==> src/rtl/soc_bus_decoder.sv <==
// soc_bus_decoder: CPU native-port decoder/bridge to 4 KB RAM plus local MMIO bank
// (LED, free-running cycle counter, status/error register).
//
// Ports:
//   clk, resetn                 clock, async active-low reset
//   cpu_valid/ready/addr/wdata/wstrb/rdata   CPU native memory port (ready is a 1-cycle strobe)
//   ram_valid/ready/addr/wdata/wstrb/rdata   downstream RAM port (request side registered)
//   leds                        LED register contents
//   bus_err                     sticky error flag (unmapped access or RAM timeout)
module soc_bus_decoder #(
    parameter int unsigned RAM_AW    = 10,
    parameter logic [31:0] MMIO_BASE = 32'h1000_0000,
    parameter int unsigned LED_W     = 8,
    parameter int unsigned TIMEOUT   = 16
) (
    input  logic              clk,
    input  logic              resetn,
    input  logic              cpu_valid,
    output logic              cpu_ready,
    input  logic [31:0]       cpu_addr,
    input  logic [31:0]       cpu_wdata,
    input  logic [3:0]        cpu_wstrb,
    output logic [31:0]       cpu_rdata,
    output logic              ram_valid,
    input  logic              ram_ready,
    output logic [RAM_AW-1:0] ram_addr,
    output logic [31:0]       ram_wdata,
    output logic [3:0]        ram_wstrb,
    input  logic [31:0]       ram_rdata,
    output logic [LED_W-1:0]  leds,
    output logic              bus_err
);

    localparam int unsigned TW = (TIMEOUT > 2) ? $clog2(TIMEOUT) : 1;
    // Abort once the incremented wait count reaches TIMEOUT-1.
    localparam logic [TW-1:0] TMO_LAST = TW'(TIMEOUT - 2);

    typedef enum logic [1:0] {
        IDLE     = 2'd0,
        RAM_WAIT = 2'd1,
        RESP     = 2'd2
    } state_t;

    state_t            state_q, state_d;
    logic              cpu_ready_q, cpu_ready_d;
    logic [31:0]       cpu_rdata_q, cpu_rdata_d;
    logic              ram_valid_q, ram_valid_d;
    logic [RAM_AW-1:0] ram_addr_q, ram_addr_d;
    logic [31:0]       ram_wdata_q, ram_wdata_d;
    logic [3:0]        ram_wstrb_q, ram_wstrb_d;
    logic [LED_W-1:0]  led_q, led_d;
    logic              bus_err_q, bus_err_d;
    logic [7:0]        err_count_q, err_count_d;
    logic [31:0]       cyc_q, cyc_d;
    logic [TW-1:0]     tmo_q, tmo_d;

    logic        is_ram;
    logic        is_mmio;
    logic [31:0] mmio_rdata;
    logic [31:0] lane_mask;
    logic        err_inc;
    logic        err_clr;

    assign is_ram  = (cpu_addr[31:RAM_AW+2] == '0);
    assign is_mmio = (cpu_addr[31:4] == MMIO_BASE[31:4]);

    assign lane_mask = {{8{cpu_wstrb[3]}}, {8{cpu_wstrb[2]}},
                        {8{cpu_wstrb[1]}}, {8{cpu_wstrb[0]}}};

    always_comb begin
        mmio_rdata = 32'h0;
        unique case (cpu_addr[3:2])
            2'd0:    mmio_rdata = 32'(led_q);
            2'd1:    mmio_rdata = cyc_q;
            2'd2:    mmio_rdata = {16'h0, err_count_q, 7'h0, bus_err_q};
            default: mmio_rdata = 32'h0;
        endcase
    end

    always_comb begin
        state_d     = state_q;
        cpu_ready_d = 1'b0;
        cpu_rdata_d = cpu_rdata_q;
        ram_valid_d = ram_valid_q;
        ram_addr_d  = ram_addr_q;
        ram_wdata_d = ram_wdata_q;
        ram_wstrb_d = ram_wstrb_q;
        led_d       = led_q;
        bus_err_d   = bus_err_q;
        err_count_d = err_count_q;
        cyc_d       = cyc_q + 32'd1;
        tmo_d       = tmo_q;
        err_inc     = 1'b0;
        err_clr     = 1'b0;

        unique case (state_q)
            IDLE: begin
                if (cpu_valid) begin
                    if (is_ram) begin
                        ram_valid_d = 1'b1;
                        ram_addr_d  = cpu_addr[RAM_AW+1:2];
                        ram_wdata_d = cpu_wdata;
                        ram_wstrb_d = cpu_wstrb;
                        tmo_d       = '0;
                        state_d     = RAM_WAIT;
                    end else if (is_mmio) begin
                        cpu_rdata_d = mmio_rdata;
                        cpu_ready_d = 1'b1;
                        state_d     = RESP;
                        if (cpu_addr[3:2] == 2'd0) begin
                            led_d = (led_q & ~lane_mask[LED_W-1:0])
                                  | (cpu_wdata[LED_W-1:0] & lane_mask[LED_W-1:0]);
                        end
                        if (cpu_addr[3:2] == 2'd2 && cpu_wstrb[0] && cpu_wdata[0]) begin
                            err_clr = 1'b1;
                        end
                    end else begin
                        cpu_rdata_d = 32'h0;
                        cpu_ready_d = 1'b1;
                        err_inc     = 1'b1;
                        state_d     = RESP;
                    end
                end
            end
            RAM_WAIT: begin
                if (ram_ready) begin
                    cpu_rdata_d = (|ram_wstrb_q) ? 32'h0 : ram_rdata;
                    ram_valid_d = 1'b0;
                    cpu_ready_d = 1'b1;
                    state_d     = RESP;
                end else begin
                    tmo_d = tmo_q + 1'b1;
                    if (tmo_q == TMO_LAST) begin
                        ram_valid_d = 1'b0;
                        cpu_rdata_d = 32'hFFFF_FFFF;
                        cpu_ready_d = 1'b1;
                        err_inc     = 1'b1;
                        state_d     = RESP;
                    end
                end
            end
            RESP: begin
                state_d = IDLE;
            end
            default: begin
                state_d = IDLE;
            end
        endcase

        if (err_inc) begin
            bus_err_d = 1'b1;
            if (err_count_q != 8'hFF) begin
                err_count_d = err_count_q + 8'd1;
            end
        end
        // A status clear on the same edge overrides an error increment.
        if (err_clr) begin
            bus_err_d   = 1'b0;
            err_count_d = 8'h0;
        end
    end

    always_ff @(posedge clk or negedge resetn) begin
        if (!resetn) begin
            state_q     <= IDLE;
            cpu_ready_q <= 1'b0;
            cpu_rdata_q <= 32'h0;
            ram_valid_q <= 1'b0;
            ram_addr_q  <= '0;
            ram_wdata_q <= 32'h0;
            ram_wstrb_q <= 4'h0;
            led_q       <= '0;
            bus_err_q   <= 1'b0;
            err_count_q <= 8'h0;
            cyc_q       <= 32'h0;
            tmo_q       <= '0;
        end else begin
            state_q     <= state_d;
            cpu_ready_q <= cpu_ready_d;
            cpu_rdata_q <= cpu_rdata_d;
            ram_valid_q <= ram_valid_d;
            ram_addr_q  <= ram_addr_d;
            ram_wdata_q <= ram_wdata_d;
            ram_wstrb_q <= ram_wstrb_d;
            led_q       <= led_d;
            bus_err_q   <= bus_err_d;
            err_count_q <= err_count_d;
            cyc_q       <= cyc_d;
            tmo_q       <= tmo_d;
        end
    end

    assign cpu_ready = cpu_ready_q;
    assign cpu_rdata = cpu_rdata_q;
    assign ram_valid = ram_valid_q;
    assign ram_addr  = ram_addr_q;
    assign ram_wdata = ram_wdata_q;
    assign ram_wstrb = ram_wstrb_q;
    assign leds      = led_q;
    assign bus_err   = bus_err_q;

endmodule

==> config.mk <==
export PLATFORM = sky130hd
export DESIGN_NAME = soc_bus_decoder
export DESIGN_NICKNAME = d
export VERILOG_FILES = /design/src/rtl/soc_bus_decoder.sv
export SDC_FILE = /design/constraint.sdc
export NUM_CORES = 1
export LEC_CHECK = 0
export ABC_AREA = 1
export BUFFER_PORTS_ARGS = -buffer_cell sky130_fd_sc_hd__buf_2
export CORE_AREA = 2 2 153 155
export CTS_CLUSTER_DIAMETER = 100
export CTS_CLUSTER_SIZE = 25
export DETAILED_ROUTE_END_ITERATION = 6
export DIE_AREA = 0 0 155 157
export PLACE_DENSITY = 0.51
export SLEW_MARGIN = 20
export SYNTH_ARGS = -nofsm -noshare
export SYNTH_HDL_FRONTEND = slang
export SYNTH_SLANG_ARGS = --single-unit
==> constraint.sdc <==
create_clock -name clk -period 1.7 [get_ports clk]
set_clock_uncertainty 0.15 [all_clocks]
set_input_delay 0.34 -clock clk [delete_from_list [all_inputs] [get_ports clk]]
set_output_delay 0.34 -clock clk [all_outputs]
set_load 0.01 [all_outputs]
==> results.yml <==
status:
  status: "finished with violations"
  violations: "negative setup slack"
floorplan:
  start_util_pct: 29.9
  die_x_um: 155
  die_y_um: 157
  io_pins: 193
  row_count: 55
  coreArea_um2: 22500
  dieArea_um2: 24300
timing:
  slew_violations: 0
  min_period_ns: 1.80
  finalSetupViolCount: 12
  fmax_mhz: 555
  hold_viol: 0
  rsz0062_at_grt: "true"
  min_period_over_period_pct: 106
  relSlewSlack_pct: 68.6
  fin_ws_ns: -0.102
  worst_pin_slew_ns: 0.467
  whs_ns: 0.0511
flow_run:
  cap_violations: 0
finish:
  drive_gt1_share_pct: 36.6
  nNetsFinal: 1268
  antenna_cells: 0
  fill_cells: 2235
  area_growth_pct: 54.8
  fin_area_um2: 10400
yosys:
  synthMostInstantiatedCell: "nand2_1"
  synth_nets: 945
  yosys.area.top_type: "dfrtp_1"
  synth_warnings: 0
  synth_edf_count: 0
  syn_inst: 837
  yosys-top-cells-count: "nand2_1, dfrtp_1, nand3_1"
  synth.top_cells.by_area: "dfrtp_1, nand2_1, nand3_1"
  async_flop_share_pct: 100
  synthesis.area_um2: 6740
  netlist-cell-type-count: 37
  syn_avg_cell_area_um2: 8.05
  ys.flop_type: "dfrtp_1"
  yosysSeqAreaShare_pct: 50.2
  synth-seq-cells: 135
  netlist.area_leader.share_pct: 50.2
min_path:
  min_path_type: "in -> reg"
  worstHoldEndpoint: "ram_addr[2]"
  holdCritStartpoint: "cpu_addr[4]"
  whs_path_depth: 3
place:
  dp_hpwl_mm: 15.6
  portBuffers: 190
  routabilityCongestion: 0.859
  postPlaceCellArea_um2: 8740
global_routing:
  track_usage_pct: 18.4
  grt_pass1_vias: 6855
  grt_max_degree: 52
  gr-total-overflow: 0
  grt_pass1_wl_mm: 35.5
  antenna_found_initial: 0
worst_setup_path:
  critPathMaxFanout: 3
  r2r_cells: 11
  r2r-start: "cyc_q[0]"
  slowest_delay_ns: 0.36
  critical_path.slowest_cell: "dfrtp_1"
  rr_endpoint: "cyc_q[28]"
  cp_common_cell: "nand2_2"
  cp-end-kind: "register"
  crit_required_ns: 1.85
  reg2reg_slack_ns: -0.10
  start_kind: "register"
  crit_path_cell_trace: "ha_2 > nand2_2 > nor2_4 > nand2_2 > inv_2 > nand2_2 > nor2_4 > nand2_2 > nor2_4 > nand2_1 > xor2_1"
  crit_type: "reg -> reg"
  arrival_ns: 1.96
routing:
  vias: 6801
  drtPass1Iterations: 6
  wirelength_mm: 22.4
  drc: 0
  wl_per_cell_um: 15.4
  vias_per_cell: 4.66
  drtAntennaViolNets: 0
  drt_iter0_drc: 366
cts:
  cts_tree: "built"
  h-tree-depth: 4
  clockBufferDepth: 2
  numCtsBuffers: 17
  cts-root-buf: "clkbuf_16"
  clock_sinks: 135
  clkLatencyLatePin_ns: 0.42
  clkTransAtPathRegs_ns: 0.06
power_and_ir_drop:
  power.density_nw_per_um2: 823
  p_total_mw: 8.58
  peakVddDrop_v: 0.000646
  p_leak_nw: 5.48
worst max path at each step:
| stage | startpoint | end | slack [ns] | cells after the start |
|---|---|---|---|---|
| 2_1_floorplan | cyc_q[0] | cyc_q[28] | -0.0006 | 11 |
| 3_3_place_gp | cyc_q[0] | cyc_q[30] | -0.23 | 8 |
| 3_5_place_dp | cyc_q[0] | cyc_q[30] | -0.24 | 8 |
| 4_1_cts | cyc_q[0] | cyc_q[18] | -0.09 | 11 |
| 5_1_grt | cyc_q[0] | cyc_q[18] | -0.22 | 11 |
| 6_report | cyc_q[0] | cyc_q[28] | -0.10 | 11 |
registers in the layout, summed over array words and instances, names as in the netlist, 2 cells and up, named ones only:
name	count
err_count_q	8
state_q	2
ram_addr	10
cyc_q	32
ram_wstrb	4
tmo_q	4
cpu_rdata	32
ram_wdata	32
stage by stage:
stage / std cells / utilization (%) / TNS [ns] / setup slack (ns)
finish: 1458 / 46.3 / -0.525 / -0.102
global route: 1458 / 46.3 / -3.36 / -0.225
CTS: 1440 / 44.2 / -0.519 / -0.0897
detailed placement: 1366 / 38.9 / -14.53 / -0.244
global placement: 1366 / 38.9 / -12.82 / -0.233
floorplan: 837 / - / -0.000606 / -0.000606
layout by cell type (no fill, tap or decap), types with 7 or more instances in the layout:
cell,instances
inv_1,67
bufinv_16,7
xor2_1,34
nand4_1,12
clkbuf_16,20
buf_12,14
buf_4,91
o21ai_2,8
nand2_2,22
nand2_4,9
inv_2,8
dlygate4sd3_1,36
buf_6,9
o21ai_0,28
nor2_1,27
nor2_2,10
dfrtp_1,134
nor3_1,12
o21ai_1,23
nand3_2,10
a21oi_1,17
nand2_1,204
o22ai_1,12
buf_2,189
nand3_1,118
power by group:
| group | internal (mW) | total [mW] | switching [mW] |
|---|---|---|---|
| clock | 2.91 | 4.40 | 1.49 |
| combinational | 0.433 | 0.864 | 0.432 |
| sequential | 3.27 | 3.32 | 0.0473 |
| total | 6.62 | 8.58 | 1.96 |
layer usage:
metal,track usage (%),up-vias,share of wire (%)
met3,4.82,21,5.7
met4,5.60,0,1.5
met2,30.0,164,48
li1,-,3384,-
met1,24.0,3232,45
met5,0,-,0
logic make-up after synthesis:
group	after synthesis	synth area share (%)
and+or+nand+nor	452	30.2
DFF	135	50.2
buffers and inverters	115	6.67
AOI/OAI and AO/OA	95	7.58
xor gates and xnor gates	36	4.68
adders and majority gates	4	0.743
what timing repair did:
item | in CTS | in global routing
hold endpoints to repair | 175 | 0
gates resized for setup | 19 | 92
hold buffers | 36 | 0
pin swaps | 8 | 28
setup buffers | 5 | 15
cloned | 1 | 3
setup endpoints to repair | 18 | 80
layout make-up:
type | count | area (um^2) | area share (%)
Tap cell | 285 | 357 | 3.42
Sequential cell | 135 | 3380 | 32.4
Clock inverter | 15 | 274 | 2.63
Multi-Input combinational cell | 587 | 3230 | 31.0
Clock buffer | 17 | 425 | 4.08
Timing Repair Buffer | 343 | 2470 | 23.7
Inverter | 76 | 288 | 2.76
critical path, delay by kind of cell, from the launching register on:
kind / cells / cell delay, ns
DFF: 1 / 0.36
buffers and inverters: 1 / 0.06
and+or+nand+nor: 8 / 0.78
adders and majority gates: 1 / 0.20
xor gates and xnor gates: 1 / 0.14
Power figures use the tool's default switching activity.
